### src/rtl/ccr_unit.sv
// ccr_unit: condition-code register stage that sits right after the execute ALU.
// It does four things:
//   - latches the ALU Z/N/C flags under a per-flag write mask
//   - applies SETC/CLRC
//   - decides conditional jumps from the registered flags, and clears the tested
//     flag when a jump is taken
//   - saves flags on interrupt entry and restores them on RTI
// Build option FLAG_STACK_EN:
//   - defined:   a NEST_DEPTH-entry flag stack with occupancy and sticky
//                overflow/underflow reporting.
//   - undefined: a single shadow register replaces the stack; depth, ovf_err and
//                unf_err read as zero.
module ccr_unit #(
    parameter int NEST_DEPTH = 4,
    localparam int DW = $clog2(NEST_DEPTH + 1)
) (
    input  logic          clk,
    input  logic          rst,
    input  logic [5:0]    alu_flags,
    input  logic [2:0]    flag_wr,
    input  logic          set_c,
    input  logic          clr_c,
    input  logic [2:0]    br_op,
    input  logic          stall,
    input  logic          int_save,
    input  logic          rti_restore,
    output logic [2:0]    ccr,
    output logic          br_taken,
    output logic [DW-1:0] depth,
    output logic          ovf_err,
    output logic          unf_err
);

    localparam logic [2:0] BR_JZ  = 3'b001;
    localparam logic [2:0] BR_JN  = 3'b010;
    localparam logic [2:0] BR_JC  = 3'b011;
    localparam logic [2:0] BR_JMP = 3'b100;

    logic [2:0] ccr_reg;
    logic [2:0] flag_next;

    // Only Z/N/C are architectural. The upper ALU flag bits are deliberately
    // dropped here.
    logic unused_alu_bits;
    assign unused_alu_bits = &{1'b0, alu_flags[5:3]};

    // Jump decision uses the registered flags only. Stall must not mask it,
    // because the fetch side decides what to do with a stalled redirect.
    always_comb begin
        br_taken = 1'b0;
        case (br_op)
            BR_JZ:   br_taken = ccr_reg[0];
            BR_JN:   br_taken = ccr_reg[1];
            BR_JC:   br_taken = ccr_reg[2];
            BR_JMP:  br_taken = 1'b1;
            default: br_taken = 1'b0;
        endcase
    end

    // Next-flag value. Later assignments override earlier ones, in this order:
    // taken-jump clear, then masked ALU write, then CLRC, then SETC.
    always_comb begin
        flag_next = ccr_reg;
        if (br_taken) begin
            case (br_op)
                BR_JZ:   flag_next[0] = 1'b0;
                BR_JN:   flag_next[1] = 1'b0;
                BR_JC:   flag_next[2] = 1'b0;
                default: flag_next = ccr_reg;
            endcase
        end
        flag_next = (flag_next & ~flag_wr) | (alu_flags[2:0] & flag_wr);
        if (clr_c) flag_next[2] = 1'b0;
        if (set_c) flag_next[2] = 1'b1;
    end

    assign ccr = ccr_reg;

`ifdef FLAG_STACK_EN
    localparam int AW = (NEST_DEPTH > 1) ? $clog2(NEST_DEPTH) : 1;
    localparam logic [DW-1:0] FULL = DW'(NEST_DEPTH);

    logic [2:0]    stack_mem [NEST_DEPTH];
    logic [DW-1:0] depth_reg;
    logic          ovf_reg;
    logic          unf_reg;
    logic          push_en;
    logic [AW-1:0] push_idx;
    logic [AW-1:0] pop_idx;

    // A push is accepted only on a normal (non-RTI) cycle that has room left.
    assign push_en  = !rst && !stall && !rti_restore && int_save && (depth_reg != FULL);
    assign push_idx = depth_reg[AW-1:0];
    assign pop_idx  = AW'(depth_reg - 1'b1);

    // Stack storage. It has no reset, because its contents are meaningless
    // once depth is cleared.
    always_ff @(posedge clk) begin
        if (push_en) stack_mem[push_idx] <= flag_next;
    end

    // Flag register, stack occupancy and the sticky error bits.
    always_ff @(posedge clk) begin
        if (rst) begin
            ccr_reg   <= '0;
            depth_reg <= '0;
            ovf_reg   <= 1'b0;
            unf_reg   <= 1'b0;
        end else if (!stall) begin
            if (rti_restore) begin
                if (depth_reg != '0) begin
                    ccr_reg   <= stack_mem[pop_idx];
                    depth_reg <= depth_reg - 1'b1;
                end else begin
                    ccr_reg <= '0;
                    unf_reg <= 1'b1;
                end
            end else begin
                ccr_reg <= flag_next;
                if (int_save) begin
                    if (depth_reg != FULL) depth_reg <= depth_reg + 1'b1;
                    else                   ovf_reg   <= 1'b1;
                end
            end
        end
    end

    assign depth   = depth_reg;
    assign ovf_err = ovf_reg;
    assign unf_err = unf_reg;
`else
    logic [2:0] shadow_reg;

    // Shadow copy: every interrupt entry overwrites it. It has no reset,
    // because it only matters after a save.
    always_ff @(posedge clk) begin
        if (!rst && !stall && !rti_restore && int_save) shadow_reg <= flag_next;
    end

    // Flag register. RTI reloads the shadow and discards that cycle's other updates.
    always_ff @(posedge clk) begin
        if (rst) begin
            ccr_reg <= '0;
        end else if (!stall) begin
            if (rti_restore) ccr_reg <= shadow_reg;
            else             ccr_reg <= flag_next;
        end
    end

    assign depth   = '0;
    assign ovf_err = 1'b0;
    assign unf_err = 1'b0;
`endif

endmodule

### config.mk
export PLATFORM = sky130hd
export DESIGN_NAME = ccr_unit
export DESIGN_NICKNAME = d
export VERILOG_FILES = /design/src/rtl/ccr_unit.sv
export SDC_FILE = /design/constraint.sdc
export NUM_CORES = 1
export LEC_CHECK = 0
export ABC_AREA = 1
export CAP_MARGIN = 25
export CORE_AREA = 10 10 47 49
export DETAILED_ROUTE_END_ITERATION = 7
export DIE_AREA = 0 0 57 59
export PLACE_DENSITY = 0.69
export SYNTH_ARGS = -nofsm -noshare
export SYNTH_HDL_FRONTEND = slang
export SYNTH_SLANG_ARGS = --single-unit
### constraint.sdc
create_clock -name clk -period 2.6 [get_ports clk]
set_clock_uncertainty 0.1 [all_clocks]
set_input_delay 0.78 -clock clk [delete_from_list [all_inputs] [get_ports clk]]
set_output_delay 0.78 -clock clk [all_outputs]
set_load 0.005 [all_outputs]
; ---- After elaboration in Yosys (flattened, before gate mapping)
; Cells that the tools add are included.
[classes]
n_mux = 8
bitwise = 4
reduce_logical = 6
n_eq_ne = 4
[ops]
columns = operator, count
row1 = bitwise AND 3 bit, 2
row2 = "equality test 3 x 2 -> 1 bit, second input constant", 2
row3 = 2-to-1 mux 3 bit, 2
row4 = 2-to-1 mux 1 bit, 5
row5 = case mux 1 bit (4 select lines), 1
row6 = "equality test 3 x 1 -> 1 bit, second input constant", 1
row7 = "equality test 3 bit, second input constant", 1
row8 = logical AND 1 bit, 3
row9 = logical NOT 1 bit, 3
row10 = NOT 3 bit, 1
row11 = bitwise OR 3 bit, 1
[totals]
wordCells = 24
reg_bits = 6
out_inout_bits = 9

; ---- Depth between registers and ports, before layout
; Gate-level depths: netlist of the first run.
[logic_depth]
word_depth = 8
mapped_depth = 8
depth_no_buf = 8

; ---- Worst setup path after synthesis of the first run
; No wires, ideal clock.
[synth_path]
kind = input-to-output
from = in br_op[2]
to = out br_taken
cell_stages = 3
arrival_ps = 1125
setup_slack_ps = 595
t_required_ps = 1720
path_cell_list = inv_2 nand3_1 o2111ai_1
[synth_between]
elab_chain_len = 2
word_cells_on_any_way = 5
[synth_lines]
columns = item, line_no
row1 = from (decl), 23  ; input logic [2:0] br_op,
row2 = "equality test 3 bit, or another cell as far along", 51  ; case (br_op)
row3 = case mux 1 bit (4 select lines) (*), 51
row4 = to (decl), 28  ; output logic br_taken,
; Every way passes the cells marked *; elsewhere a longest branch is shown, timed or not.

; ---- Final worst setup path of the first run
; Same ends and word-level chain as after synthesis.

==> qor.yml, run 1 <==
worstPathMaxFanout: 5
synth_area_leaders: "edfxtp_1, dfxtp_1, buf_4, nand2_1, inv_1"
p_int_w: 0.000204
cp_data_required_time_ns: 1.72
synth-edff-count: 3
clkLatencyLatePin_ns: 0.25
hold_buffers: 0
dpl-instance-area_um2: 641
netlist.area_leader.share_pct: 21.7
setup.worst_path.end_class: "output port"
clkSinkCount: 6
synthArstFlopShare_pct: 0
grt_max_degree: 6
ir_drop_mv: 0.206
dp_cells: 94
clk_pin_slew_worst_paths_ns: 0.05
start_util_pct: 29.6
combPwrFrac_pct: 26.0
nets: 104
area_delta_synth_final_pct: 63.3
viasPerCell: 4.25
yosysTopAreaCell: "edfxtp_1"
tns_ns: 0
grt_pass1_wl_mm: 1.75
power_density_nw_per_um2: 400
p_leak_nw: 0.306
pwr-share-seq_pct: 40.0
fin_crit_ns: 2.42
die_w_um: 57
cts_htree_levels: 1
core_um2: 1400
p_sw_w: 0.0000675
rsz0062_at_grt: "no"
postSynthCellCount: 55
clockPowerShare_pct: 34.0
syn_area_per_cell_um2: 7.55
critPathTopFamily: "buffers and inverters"
diodes: 0
io_pins: 28
drt_pass1_iterations: 4
antenna_found_initial: 0
drt-initial-drc-count: 12
crit_buf_inv: 3
p_sw_share_pct: 24.9
synth_flop_cell: "edfxtp_1"
ys_top_cells_by_count: "nand2_1, inv_1, buf_4"
design_area_um2: 678
ys_ff_latch: 6
r2r_slack_ns: 1.60
cp.depth: 5
ant_nets: 0
maxSlewViolCount: 0
seq_area_frac_synth_pct: 36.1
crit_chain: "dlygate4sd2_1 > inv_2 > nand3_2 > o2111ai_1 > buf_2"
grt_usage_pct: 6.60
layout-drive-gt1-share_pct: 27.4
routed_wl_mm: 1.12
hold_viol_final: 0
slowest_delay_ns: 0.25
die-height_um: 59
wl_per_cell_um: 11.2
yosysWarningCount: 0
cts_buffers: 3
hold_depth: 2
hold_class: "register to register"
crit_slowest_cell: "dlygate4sd2_1"
ff2ff_path_depth: 3
fmax_mhz: 413
gp_congestion: 0.779
cp.arrival_ns: 1.54
cts_tree: "yes"
grt_pass1_vias: 411
status: "complete, no violations"
yosysMostFrequentCell: "nand2_1"
dp_hpwl_um: 967
synth_area_um2: 415
period_share_pct: 93.2
final_cells: 100
rows: 14
io_buffers: 19
drc: 0
clockBufferDepth: 2
vias: 425
crit_type: "primary input to output port"
setup_violations: 0
cts_root_buf: "clkbuf_4"
drv_cap: 0
grt-ovfl-total: 0
crit_path_start_kind: "primary input"
die-area_um2: 3360
synth.distinct_cells: 20
-- worst min-delay path: stages, from the launching register on --
cell      delay, ns
edfxtp_1       0.32
a21oi_1        0.07
a21oi_2        0.12
-- logic make-up (layout without fill, tap and decap cells) --
logic type,after synthesis,after routing,synth area share [%]
and+or+nand+nor,24,24,29.2
DFF,6,6,36.1
buffers and inverters,14,39,17.2
other,1,5,0.903
AOI/OAI and AO/OA,10,10,16.6
-- metrics by stage --
stage               total power [W]  hold slack, ns  util (%)  worst slack, ns
finish                     0.000271           0.452      48.4            0.178
global route               0.000290           0.491      48.4            0.117
CTS                        0.000276           0.463      48.4            0.171
detailed placement         0.000181           0.439      45.7           -0.485
global placement           0.000180           0.426      45.7           -0.448
floorplan                  0.000141           0.404         -            0.595
-- what timing repair did --
item | CTS | global route
gates resized for setup | 8 | 0
endpoints found under the setup margin | 1 | 0
buffers inserted | 2 | 0
-- cell usage in the layout, fill, tap and decap left out, types with 2 or more instances in the layout --
master | synthesis | routed
nand2_1 | 9 | 9
buf_4 | 5 | 7
nor2_1 | 2 | 2
o21ai_0 | 3 | 3
edfxtp_1 | 3 | 3
a21oi_2 | 3 | 3
dfxtp_1 | 3 | 3
conb_1 | 1 | 5
inv_1 | 7 | 7
clkdlybuf4s50_1 | 0 | 15
nand3_1 | 4 | 3
clkbuf_4 | 0 | 3
nand4_1 | 2 | 2
inv_2 | 2 | 2
dlygate4sd2_1 | 0 | 3
a21oi_1 | 2 | 2
nand2_2 | 3 | 3
nand3_2 | 1 | 2
-- layout make-up --
class                      instances  area [um^2]
clock buffer                       4         26.3
fill                             145          723
inverter                           9         33.8
multi-input combinational         39          214
sequential                         6          150
tap                               16         20.0
timing repair buffer              26          234
-- layer usage --
layer / GRT usage, % / part of all wire (%) / wire length (um) / up-vias
li1: - / - / - / 233
met1: 5.89 / 39 / 435 / 178
met2: 11.9 / 52 / 578 / 12
met3: 3.65 / 8.2 / 92 / 2
met4: 3.02 / 1.2 / 13 / 0
met5: 0 / 0 / 0 / -
-- power by group through the flow --
| stage | logic [W] | clock network (W) | registers [W] |
|---|---|---|---|
| floorplan | 0.0000319 | 0 | 0.000109 |
| global placement | 0.0000699 | 0 | 0.000110 |
| detailed placement | 0.0000711 | 0 | 0.000110 |
| CTS | 0.0000712 | 0.0000969 | 0.000108 |
| global route | 0.0000792 | 0.000101 | 0.000109 |
| finish | 0.0000705 | 0.0000923 | 0.000108 |
-- path summary, 6_finish.rpt --
check	from	end
setup / recovery	br_op[2]	br_taken
hold / removal	shadow_reg[1]	ccr[1]
setup reg to reg	shadow_reg[0]	ccr[0]
hold reg to reg	shadow_reg[1]	ccr[1]
Power figures use the tool's default switching activity.
==> inputs of run 2 (changes only) <==
- CELL_PAD_IN_SITES_DETAIL_PLACEMENT: unset -> 2
- CELL_PAD_IN_SITES_GLOBAL_PLACEMENT: unset -> 2
- CORE_AREA: 10 10 47 49 -> unset
- CORE_MARGIN: unset -> 10
- CORE_UTILIZATION: unset -> 18
- DIE_AREA: 0 0 57 59 -> unset
- PLACE_DENSITY: 0.69 -> 0.78
==> qor.yml, run 2 (synthesis gave the netlist of run 1 again) <==
status: "complete, no violations"  # unchanged
cp.arrival_ns: 1.56  # was 1.54 ns
r2r_slack_ns: 1.58  # was 1.60 ns
clkSinkCount: 6  # unchanged
ir_drop_mv: 0.208  # was 0.206 mV
hold_viol_final: 0  # unchanged
hold_class: "register to register"  # unchanged
core_um2: 2210  # was 1400 um^2
clockBufferDepth: 2  # unchanged
dpl-instance-area_um2: 648  # was 641 um^2
crit_chain: "dlygate4sd2_1 > inv_2 > nand3_2 > o2111ai_1 > buf_2"  # unchanged
layout-drive-gt1-share_pct: 26.5  # was 27.4%
multiInputGateArea_um2: 214  # unchanged
clkLatencyLatePin_ns: 0.25  # about the same
cts_tree: "yes"  # unchanged
fin_crit_ns: 2.44  # was 2.42 ns
cp_data_required_time_ns: 1.72  # about the same
cts_htree_levels: 1  # unchanged
worstPathMaxFanout: 2  # was 5
gp_congestion: 0.734  # was 0.779
rsz0062_at_grt: "no"  # unchanged
r2r_end: "ccr[0]"  # unchanged
period_share_pct: 93.9  # was 93.2%
slowest_delay_ns: 0.26  # was 0.25 ns
grt_pass1_wl_mm: 2.43  # was 1.75 mm
routed_wl_mm: 1.54  # was 1.12 mm
drc: 0  # unchanged
route.met2.wl_um: 924  # was 578 um
die-height_um: 68.0  # was 59 um
cts_buffers: 3  # unchanged
grt-ovfl-total: 0  # unchanged
fillers: 260  # was 145
setup.worst_path.end_class: "output port"  # unchanged
die_w_um: 68.0  # was 57 um
r2r-start: "shadow_reg[0]"  # unchanged
maxSlewViolCount: 0  # unchanged
drt_pass1_iterations: 2  # was 4
rows: 17  # was 14
seqCellArea_um2: 150  # unchanged
crit_slowest_cell: "dlygate4sd2_1"  # unchanged
grt_usage_pct: 7.22  # was 6.60%
crit_buf_inv: 3  # unchanged
grt_max_degree: 5  # was 6
crit_type: "primary input to output port"  # unchanged
power_density_nw_per_um2: 398  # was 400 nW/um^2
crit_path_start_kind: "primary input"  # unchanged
area_delta_synth_final_pct: 68.1  # was 63.3%
die-area_um2: 4630  # was 3360 um^2
diodes: 0  # unchanged
critPathTopFamily: "buffers and inverters"  # unchanged
viasPerCell: 4.14  # was 4.25
cts_root_buf: "clkbuf_4"  # unchanged
io_pins: 28  # unchanged
min_to: "ccr[2]"  # was ccr[1]
ff2ff_path_depth: 3  # unchanged
vias: 459  # was 425
ant_nets: 0  # unchanged
drv_cap: 0  # unchanged
io_buffers: 19  # unchanged
mostFrequentLayoutCells: "clkdlybuf4s50_1, nand2_1, inv_1, conb_1, buf_4"  # was clkdlybuf4s50_1, nand2_1, inv_1, buf_4, conb_1
final_common_cell: "clkdlybuf4s50_1"  # unchanged
clk_pin_slew_worst_paths_ns: 0.05  # about the same
grt_pass1_vias: 538  # was 411
tns_ns: 0  # unchanged
dr_wl_met3_um: 124  # was 92 um
design_area_um2: 698  # was 678 um^2
hold_buffers: 0  # unchanged
nets: 103  # was 104
worstHoldStart: "shadow_reg[2]"  # was shadow_reg[1]
hold_depth: 2  # unchanged
fmax_mhz: 410  # was 413 MHz
hold_slack_ns: 0.458  # was 0.452 ns
setup_violations: 0  # unchanged
topRoutingLayerUsed: "met3"  # was met4
wl_per_cell_um: 13.9  # was 11.2 um
wl_met1_um: 493  # was 435 um
start_util_pct: 18.8  # was 29.6%
dp_hpwl_mm: 1.29  # was 967 um
antenna_found_initial: 0  # unchanged
drt-initial-drc-count: 4  # was 12
p_leak_nw: 0.306  # about the same
==> run 2: cell types whose count changed in the layout (fill, tap and decap cells not counted) <==
cell / previous run / this run
buf_4: 7 / 5
buf_12: 0 / 1
==> run 2: how the worst max path moves through the flow <==
| stage | endpoint | from | depth (start not counted) |
|---|---|---|---|
| 2_1_floorplan | br_taken | br_op[2] | 3 |
| 3_3_place_gp | br_taken | br_op[0] | 4 |
| 3_5_place_dp | br_taken | br_op[1] | 4 |
| 4_1_cts | br_taken | br_op[1] | 4 |
| 5_1_grt | br_taken | br_op[1] | 5 |
| 6_report | br_taken | br_op[2] | 5 |
==> run 2: layout make-up <==
class                   instances  area share [%]
multi-input cells              39            30.6
clock buffers                   4            3.76
repair buffers                 25            34.2
inverters                       9            4.84
well taps                      28            5.02
flip-flops and latches          6            21.5
==> run 2: metrics by stage <==
stage	utilization, %	cells	total power, W	worst slack, ns
floorplan	-	59	0.000141	0.595
detailed placement	29.3	105	0.000183	-0.516
global placement	29.3	105	0.000180	-0.474
global route	31.6	111	0.000296	0.108
finish	31.6	111	0.000278	0.158
CTS	31.6	111	0.000285	0.157
==> run 2: tightest hold or removal path, cell delays in order, from the launching register on <==
cell and delay (ns):
edfxtp_1 0.32, a21oi_1 0.07, a21oi_2 0.13
==> run 2: power breakdown <==
part / leakage [nW] / internal [W] / switching (W)
clock: 0.0150 / 0.0000583 / 0.0000361
sequential: 0.0523 / 0.000104 / 0.00000391
combinational: 0.239 / 0.0000423 / 0.0000330
==> run 2: what timing repair did <==
| action | CTS | global route |
|---|---|---|
| setup endpoints to repair | 1 | 0 |
| buffers inserted | 2 | 0 |
| resized for setup | 8 | 0 |
==> run 2: layer usage <==
layer	track usage, %	up-vias
met1	5.86	217
met5	0	-
met3	4.57	0
met4	1.51	0
met2	14.2	14
li1	-	228
==> inputs of run 3 (changes only) <==
- CTS_CLUSTER_DIAMETER: unset -> 150
==> results of run 3 <==
Final layout, timing and power as in run 2 (identical DEF).
